<file path="src/rtl/pipe_alu_if.sv">
// ==== pipe_alu_if : command/result handshake bundle for pipe_alu (rev 1.0) ====
`default_nettype none

interface pipe_alu_if #(
  parameter int WIDTH = 8,
  parameter int CNT_W = 16
);
  logic             in_valid;
  logic             in_ready;
  logic [2:0]       sel;
  logic             use_acc;
  logic [WIDTH-1:0] a;
  logic [WIDTH-1:0] b;
  logic             out_valid;
  logic             out_ready;
  logic [WIDTH-1:0] result;
  logic             flag_z;
  logic             flag_c;
  logic             flag_n;
  logic [CNT_W-1:0] op_count;

  modport slave (
    input  in_valid, sel, use_acc, a, b, out_ready,
    output in_ready, out_valid, result, flag_z, flag_c, flag_n, op_count
  );

  modport master (
    output in_valid, sel, use_acc, a, b, out_ready,
    input  in_ready, out_valid, result, flag_z, flag_c, flag_n, op_count
  );
endinterface

`default_nettype wire

</file>
<file path="src/rtl/pipe_alu.sv">
// ==== pipe_alu : two-stage pipelined ALU with accumulator and op counter (rev 1.0) ====
`default_nettype none

module pipe_alu #(
  parameter int WIDTH = 8,
  parameter int CNT_W = 16
) (
  input  logic        clk,
  input  logic        rst_n,
  pipe_alu_if.slave   bus
);

  logic             r_s1_valid;
  logic [2:0]       r_s1_sel;
  logic             r_s1_use_acc;
  logic [WIDTH-1:0] r_s1_a;
  logic [WIDTH-1:0] r_s1_b;

  logic             r_out_valid;
  logic [WIDTH-1:0] r_result;
  logic             r_flag_z;
  logic             r_flag_c;
  logic             r_flag_n;
  logic [WIDTH-1:0] r_acc;
  logic [CNT_W-1:0] r_op_count;

  logic             w_s2_can_load;
  logic             w_s2_load;
  logic             w_accept;
  logic             w_xfer;
  logic [WIDTH-1:0] w_op_a;
  logic [WIDTH-1:0] w_res;
  logic             w_c;
  logic [WIDTH:0]   w_sum;

  assign w_s2_can_load = !r_out_valid || bus.out_ready;
  assign w_s2_load     = r_s1_valid && w_s2_can_load;
  assign bus.in_ready  = !r_s1_valid || w_s2_can_load;
  assign w_accept      = bus.in_valid && bus.in_ready;
  assign w_xfer        = r_out_valid && bus.out_ready;

  always_comb begin
    w_op_a = r_s1_use_acc ? r_acc : r_s1_a;
    w_sum  = {1'b0, ~w_op_a} + {1'b0, r_s1_b};
    w_res  = '0;
    w_c    = 1'b0;
    case (r_s1_sel)
      3'b001: begin
        w_res = {w_op_a[WIDTH-2:0], 1'b0};
        w_c   = w_op_a[WIDTH-1];
      end
      3'b010: begin
        w_res = {r_s1_b[WIDTH-2:0], 1'b0};
        w_c   = r_s1_b[WIDTH-1];
      end
      3'b011: w_res = ~w_op_a ^ ~r_s1_b;
      3'b100: w_res = w_op_a & ~r_s1_b;
      3'b101: w_res = w_op_a | r_s1_b;
      3'b110: begin
        w_res = w_sum[WIDTH-1:0];
        w_c   = w_sum[WIDTH];
      end
      3'b111: w_res = WIDTH'(1);
      default: w_res = '0;
    endcase
  end

  // S1 keeps its valid bit when a new command arrives in the same cycle it drains
  always_ff @(posedge clk or negedge rst_n) begin
    if (!rst_n) begin
      r_s1_valid   <= 1'b0;
      r_s1_sel     <= '0;
      r_s1_use_acc <= 1'b0;
      r_s1_a       <= '0;
      r_s1_b       <= '0;
    end else begin
      if (w_accept) begin
        r_s1_valid   <= 1'b1;
        r_s1_sel     <= bus.sel;
        r_s1_use_acc <= bus.use_acc;
        r_s1_a       <= bus.a;
        r_s1_b       <= bus.b;
      end else if (w_s2_load) begin
        r_s1_valid   <= 1'b0;
      end
    end
  end

  always_ff @(posedge clk or negedge rst_n) begin
    if (!rst_n) begin
      r_out_valid <= 1'b0;
      r_result    <= '0;
      r_flag_z    <= 1'b1;
      r_flag_c    <= 1'b0;
      r_flag_n    <= 1'b0;
      r_acc       <= '0;
      r_op_count  <= '0;
    end else begin
      if (w_s2_load) begin
        r_out_valid <= 1'b1;
        r_result    <= w_res;
        r_flag_z    <= (w_res == '0);
        r_flag_c    <= w_c;
        r_flag_n    <= w_res[WIDTH-1];
        r_acc       <= w_res;
      end else if (bus.out_ready) begin
        r_out_valid <= 1'b0;
      end
      if (w_xfer) begin
        r_op_count <= r_op_count + CNT_W'(1);
      end
    end
  end

  assign bus.out_valid = r_out_valid;
  assign bus.result    = r_result;
  assign bus.flag_z    = r_flag_z;
  assign bus.flag_c    = r_flag_c;
  assign bus.flag_n    = r_flag_n;
  assign bus.op_count  = r_op_count;

endmodule

`default_nettype wire

</file>
<file path="src/flat_wrapper.sv">
// flat-port wrapper written by rule: the top's interface ports become plain ports
module pipe_alu_flat 
#(
  parameter int WIDTH = 8,
  parameter int CNT_W = 16
)
  (clk, rst_n, bus_in_valid, bus_sel, bus_use_acc, bus_a, bus_b, bus_out_ready, bus_in_ready, bus_out_valid, bus_result, bus_flag_z, bus_flag_c, bus_flag_n, bus_op_count);
  pipe_alu_if #(.WIDTH(WIDTH), .CNT_W(CNT_W)) bus_i ();
  input  logic clk;
  input  logic rst_n;
  input wire logic [$bits(bus_i.in_valid)-1:0] bus_in_valid;
  input wire logic [$bits(bus_i.sel)-1:0] bus_sel;
  input wire logic [$bits(bus_i.use_acc)-1:0] bus_use_acc;
  input wire logic [$bits(bus_i.a)-1:0] bus_a;
  input wire logic [$bits(bus_i.b)-1:0] bus_b;
  input wire logic [$bits(bus_i.out_ready)-1:0] bus_out_ready;
  output wire logic [$bits(bus_i.in_ready)-1:0] bus_in_ready;
  output wire logic [$bits(bus_i.out_valid)-1:0] bus_out_valid;
  output wire logic [$bits(bus_i.result)-1:0] bus_result;
  output wire logic [$bits(bus_i.flag_z)-1:0] bus_flag_z;
  output wire logic [$bits(bus_i.flag_c)-1:0] bus_flag_c;
  output wire logic [$bits(bus_i.flag_n)-1:0] bus_flag_n;
  output wire logic [$bits(bus_i.op_count)-1:0] bus_op_count;
  assign bus_i.in_valid = bus_in_valid;
  assign bus_i.sel = bus_sel;
  assign bus_i.use_acc = bus_use_acc;
  assign bus_i.a = bus_a;
  assign bus_i.b = bus_b;
  assign bus_i.out_ready = bus_out_ready;
  assign bus_in_ready = bus_i.in_ready;
  assign bus_out_valid = bus_i.out_valid;
  assign bus_result = bus_i.result;
  assign bus_flag_z = bus_i.flag_z;
  assign bus_flag_c = bus_i.flag_c;
  assign bus_flag_n = bus_i.flag_n;
  assign bus_op_count = bus_i.op_count;
  pipe_alu #(.WIDTH(WIDTH), .CNT_W(CNT_W)) u_core (.clk(clk), .rst_n(rst_n), .bus(bus_i));
endmodule
</file>
<file path="config.mk">
export PLATFORM = sky130hd
export DESIGN_NAME = pipe_alu_flat
export DESIGN_NICKNAME = d
export VERILOG_FILES = /design/src/rtl/pipe_alu_if.sv /design/src/rtl/pipe_alu.sv /design/src/flat_wrapper.sv
export SDC_FILE = /design/constraint.sdc
export NUM_CORES = 1
export LEC_CHECK = 0
export ABC_AREA = 1
export CORE_MARGIN = 2
export CORE_UTILIZATION = 40
export DETAILED_ROUTE_END_ITERATION = 8
export PLACE_DENSITY = 0.7
export SETUP_SLACK_MARGIN = 0.5
export SYNTH_ARGS = -nofsm -noshare
export SYNTH_HDL_FRONTEND = slang
export SYNTH_SLANG_ARGS = --single-unit
</file>
<file path="constraint.sdc">
create_clock -name clk -period 3.6 [get_ports clk]
set_input_delay 0.72 -clock clk [delete_from_list [all_inputs] [get_ports clk]]
set_output_delay 0.72 -clock clk [all_outputs]
set_load 0.05 [all_outputs]
</file>
==> results of run 1 <==
## worst max-delay path, stage by stage
cell             delay [ps]
clkdlybuf4s50_1         510
inv_1                    60
nand3_1                 110
clkdlybuf4s50_1         830
## routing by layer
metal | share of wire (%) | routed length [microns] | global-route usage (%) | vias to the layer above
met5 | 0 | 0 | 0 | -
met4 | 0.90 | 61 | 3.92 | 0
met3 | 3.7 | 252 | 1.95 | 6
met2 | 47 | 3160 | 26.9 | 52
met1 | 48 | 3270 | 23.5 | 1168
li1 | - | - | - | 1359
## where the power goes
| part | switching [W] | internal (W) | leakage [nW] |
|---|---|---|---|
| combinational | 0.000925 | 0.000472 | 1.40 |
| sequential | 0.000129 | 0.000670 | 0.568 |
| clock | 0.000201 | 0.000280 | 0.0687 |
## flip-flops by register name, summed over array words and instances, names as in the netlist
name and flops:
u_core.bus.flag_c 1, u_core.r_s1_sel 3, u_core.r_s1_a 8, u_core.bus.flag_z 1, u_core.bus.op_count 16, u_core.r_s1_b 8
u_core.r_s1_use_acc 1, u_core.bus.result 8, u_core.r_s1_valid 1, u_core.bus.out_valid 1
## cells in the mapped netlist, drive strengths merged
| cell | instances |
|---|---|
| nor2 | 57 |
| dfrtp | 47 |
| nand4 | 6 |
| o21ai | 15 |
| clkbuf | 2 |
| buf | 8 |
| and3b | 1 |
| or2 | 2 |
| a21oi | 19 |
| nand3 | 31 |
| o21a | 2 |
| nor3 | 4 |
| nand2 | 94 |
| o211ai | 2 |
| xor2 | 13 |
| a22oi | 1 |
| dfstp | 1 |
| inv | 61 |
| xnor2 | 2 |
| fa | 1 |
| ha | 28 |
| mux2 | 7 |
## layout make-up
type / instances / area [sq um] / area share [%]
Multi-Input combinational cell: 285 / 1650 / 42.7
Tap cell: 102 / 128 / 3.30
Sequential cell: 48 / 1200 / 31.1
Inverter: 61 / 229 / 5.91
Clock inverter: 3 / 68.8 / 1.78
Timing Repair Buffer: 53 / 523 / 13.5
Clock buffer: 5 / 68.8 / 1.78
## worst paths after layout
kind	slack, ps	startpoint	depth (start not counted)	end
max	650	bus_out_ready	4	bus_in_ready
min reg2reg	470	u_core.bus.flag_z	2	u_core.bus.flag_z
max in group asynchronous	2340	rst_n	1	u_core.r_s1_b[4]
min in group asynchronous	590	rst_n	1	u_core.r_s1_a[1]
min	470	u_core.bus.flag_z	2	u_core.bus.flag_z
max reg2reg	1080	u_core.r_s1_use_acc	15	u_core.bus.flag_z
## kinds of logic (layout without fill, tap and decap cells)
family | after synthesis | count (layout) | share of synthesized area [%]
compound gates | 39 | 39 | 6.61
xor+xnor | 15 | 15 | 4.18
fa+ha+maj | 29 | 29 | 11.8
buf+inv | 71 | 122 | 9.19
flops | 48 | 48 | 38.2
mux | 7 | 7 | 2.51
simple gates | 195 | 195 | 27.5
## metrics by stage
step,instances,utilization (%),hold slack [ps],setup WS (ps),power [W]
6_report,557,50.4,474,647,0.00268
5_1_grt,557,50.4,490,599,0.00287
4_1_cts,557,50.4,474,640,0.00270
3_5_place_dp,549,48.6,458,650,0.00220
3_3_place_gp,549,48.6,460,673,0.00218
2_1_floorplan,404,-,424,1310,0.00180
==> flow_metrics.tcl, run 1 <==
set metrics [dict create \
    clk_pin_slew_ps 90 \
    cts-root-buf "clkbuf_8" \
    drive_gt1_share_pct 7.25 \
    synth_seq_cells 48 \
    yosys_warnings 0 \
    end_kind "output pin" \
    die_w_microns 92.7 \
    wl_per_cell_microns 12.1 \
    cts_resized 0 \
    h-tree-depth 2 \
    crit_type "in -> out" \
    fin_setup_tns_ps 0 \
    grt_pass1_wl_microns 11500 \
    arrival_ps 2230 \
    overflow 0 \
    drcViolationCount 0 \
    design_area_sq_um 3870 \
    vias 2585 \
    period_share_pct 82.0 \
    synth_top_cell_by_area "dfrtp_1" \
    core-area_sq_um 7690 \
    syn_nets 457 \
    row_count 32 \
    ys_types 32 \
    grtUsageTotal_pct 16.5 \
    drt_wl_total_microns 6750 \
    status "finished, final reports clean" \
    critPathLaunchType "input port" \
    clock_latency_ps 310 \
    clockBufferDepth 2 \
    tightest_slew_ps 1060 \
    synthCells 404 \
    report.final.slew_viol_count 0 \
    yosysSeqAreaShare_pct 38.2 \
    ys_top_cells_by_area "dfrtp_1 37%, ha_1 11%, nand2_1 11%, inv_1 7.2%, nor2_1 6.4%" \
    drt_iter0_markers 183 \
    avgSynthCellArea_sq_um 7.78 \
    synth_top_area_share_pct 37.4 \
    cts_tree "built" \
    antenna_cells 0 \
    leakage_nw 2.03 \
    vias_per_cell 4.64 \
    slew_headroom_pct 29.0 \
    place.gp.congestion 0.844 \
    place_area_sq_um 3730 \
    port_buffers 52 \
    required_ps 2880 \
    nNetsFinal 507 \
    hold_violations 0 \
    grt_max_degree 49 \
    netlist_area_sq_um 3140 \
    final_cell_mix "90 x nand2_1, 60 x inv_1, 54 x nor2_1" \
    max_freq_mhz 339 \
    dpl.hpwl_microns 5200 \
    final_common_cell "nand2_1" \
    cts.sink_count 48 \
    peakVddDrop_mv 0.504 \
    cts_buffers 5 \
    nFillCells 739 \
    min_path_type "reg -> reg" \
    hold_buffers 0 \
    grt_antenna_before_repair 0 \
    fin_worst_skew_ps 5.24 \
    rsz0062_at_grt "false" \
    grt_pass1_vias 2445 \
    drt-pass1-iter-count 4 \
    start_util_pct 40.9 \
    post-route-min-period_ps 2950 \
    post-cts-setup-buffers 0 \
    finalSetupViolations 0 \
    ant_nets 0 \
    ioPinCount 53 \
    powerDensity_nw_per_um2 691 \
    die_area_sq_um 8590 \
    max-cap-violations 0 \
    crit_fanout 3 \
    syn2layout_area_growth_pct 23.2 \
    dieHeight_microns 92.7 \
]
Note: power is estimated with default switching activity, not from simulation.
==> run 2, diff against run 1 <==
- PLACE_DENSITY: 0.7 -> 0.72
- clock period: 3.6 -> 2.68 ns (I/O delays scaled with it)
==> run 2 against run 1 <==
Die area is the same. Total power increased by 39%. Highest routed layer unchanged. First-iteration DRC count is 9.8% higher. Utilization grew 2.3 points. Cell count rose by 1.4%. Critical path type is now reg -> reg.
==> flow_metrics.tcl, run 2 (synthesized netlist as in run 1, its figures left out) <==
set metrics [dict create \
    row_count 32 \
    clk_pin_slew_ps 90 \
    dieHeight_microns 92.7 \
    crit_type "reg -> reg" \
    nNetsFinal 515 \
    place.gp.congestion 0.842 \
    overflow 0 \
    power_frac_comb_pct 55.8 \
    p_sw_w 0.00178 \
    clockBufferDepth 2 \
    rsz0062_at_grt "true" \
    hold_ws_ps 82.2 \
    worst_slack_ps 501 \
    cp_slowest_stage_delay_ps 490 \
    syn2layout_area_growth_pct 28.8 \
    antenna_cells 0 \
    multiInputGateArea_sq_um 1770 \
    required_ps 2930 \
    grt_max_degree 38 \
    max-cap-violations 0 \
    die_area_sq_um 8590 \
    nFillCells 728 \
    wl_per_cell_microns 13.0 \
    period_share_pct 81.3 \
    vias_per_cell 4.84 \
    peakVddDrop_mv 0.584 \
    finalSetupViolations 0 \
    largest_reg_flops 16 \
    vias 2733 \
    tightest_slew_ps 621 \
    cts_tree "built" \
    cts_buffers 5 \
    start_util_pct 40.9 \
    final_common_cell "nand2_1" \
    cp_slowest_cell "dfrtp_2" \
    clkPwrFrac_pct 15.1 \
    die_w_microns 92.7 \
    drive_gt1_share_pct 14.7 \
    grtUsageTotal_pct 17.4 \
    ioPinCount 53 \
    status "finished, final reports clean" \
    arrival_ps 2430 \
    final_cell_mix "86 x nand2_1, 55 x inv_1, 49 x nor2_1" \
    pre_cts_slack_ps 189 \
    drt_wl_total_microns 7340 \
    post-route-min-period_ps 2180 \
    hold_violations 0 \
    grt_pass1_vias 2623 \
    grt_use_met2_pct 30.6 \
    path_cells "buf_6, o21a_1, buf_4, buf_4, ha_1, nand3_1, nand2_1, nor2_2, nand2_1, nor2_2, nand2_1, nor2_2, nand3_1, nand2_1" \
    end_kind "flip-flop" \
    grt_antenna_before_repair 0 \
    min_path_type "in -> async" \
    drt_iter0_markers 201 \
    final-seq-area_sq_um 1200 \
    grt_pass1_wl_microns 12100 \
    ant_nets 0 \
    drcViolationCount 0 \
    fin_setup_tns_ps 0 \
    gr-max-usage-layer "met2" \
    swShare_pct 47.8 \
    powerDensity_nw_per_um2 919 \
    p_seq_share_pct 29.1 \
    cts.sink_count 48 \
    fin_worst_skew_ps 3.38 \
    h-tree-depth 2 \
    max_freq_mhz 459 \
    critPathLaunchType "flip-flop" \
    power.internal_w 0.00194 \
    leakage_nw 2.09 \
    core-area_sq_um 7690 \
    grtUsageMet1_pct 22.3 \
    report.final.slew_viol_count 0 \
    worst-r2r-cell-count 14 \
    drt-pass1-iter-count 4 \
    cts-root-buf "clkbuf_8" \
    grt_use_met3_pct 2.20 \
    dpl.hpwl_microns 5400 \
    crit_top_cell "nand2_1" \
    port_buffers 52 \
    clock_latency_ps 310 \
    slew_headroom_pct 58.6 \
    crit_fanout 7 \
]
## run 2: through the flow
stage / std cells / area, sq um / util [%] / power [W]
after CTS: 560 / 3910 / 50.8 / 0.00359
after global routing: 565 / 4050 / 52.7 / 0.00399
final: 565 / 4050 / 52.7 / 0.00372
after global placement: 550 / 3760 / 48.9 / 0.00294
after detailed placement: 550 / 3760 / 48.9 / 0.00298
after floorplan: 404 / 3150 / - / 0.00242
## run 2: repair_timing
| action | in CTS | in global routing |
|---|---|---|
| pin swaps | 0 | 5 |
| hold buffers | 0 | 0 |
| endpoints found under the setup margin | 9 | 8 |
| buffers inserted | 2 | 5 |
| gates resized for setup | 13 | 24 |
## run 2: layout make-up
| class | instances | share of cell area, % |
|---|---|---|
| multi-input cells | 285 | 43.7 |
| flip-flops and latches | 48 | 29.8 |
| repair buffers | 61 | 14.8 |
| inverters | 61 | 5.66 |
| well taps | 102 | 3.15 |
| clock buffers | 6 | 2.04 |
| clock inverters | 2 | 0.958 |
## run 2: layer usage
metal	share of wire, %	vias up	routed length [microns]
met5	0	-	0
met4	1.3	0	94
met3	3.9	5	286
met2	51	62	3740
met1	44	1295	3220
li1	-	1371	-
## run 2: worst paths after layout
| path | start | endpoint | slack (ps) |
|---|---|---|---|
| setup / recovery | u_core.r_s1_use_acc | u_core.bus.flag_z | 500 |
| hold / removal | rst_n | u_core.r_s1_b[0] | 80 |
| setup reg to reg | u_core.r_s1_use_acc | u_core.bus.flag_z | 500 |
| hold reg to reg | u_core.bus.flag_z | u_core.bus.flag_z | 480 |
| max in group asynchronous | rst_n | u_core.bus.flag_z | 1830 |
| min in group clk | u_core.bus.flag_z | u_core.bus.flag_z | 480 |
## run 2: worst max-delay path, delay by kind of cell (launching register included)
kind	cells	cell delay [ps]
AO/OA/AOI/OAI	1	220
adder cells (fa/ha/maj)	1	170
flip-flops	1	490
buffers and inverters	3	430
AND/OR/NAND/NOR	9	810
## run 2: power by group through the flow
stage | sequential, W | clock, W | combinational (W)
floorplan | 0.00149 | 0 | 0.000931
global placement | 0.00109 | 0 | 0.00186
detailed placement | 0.00109 | 0 | 0.00189
CTS | 0.00108 | 0.000577 | 0.00193
global route | 0.00111 | 0.000609 | 0.00227
finish | 0.00108 | 0.000561 | 0.00208
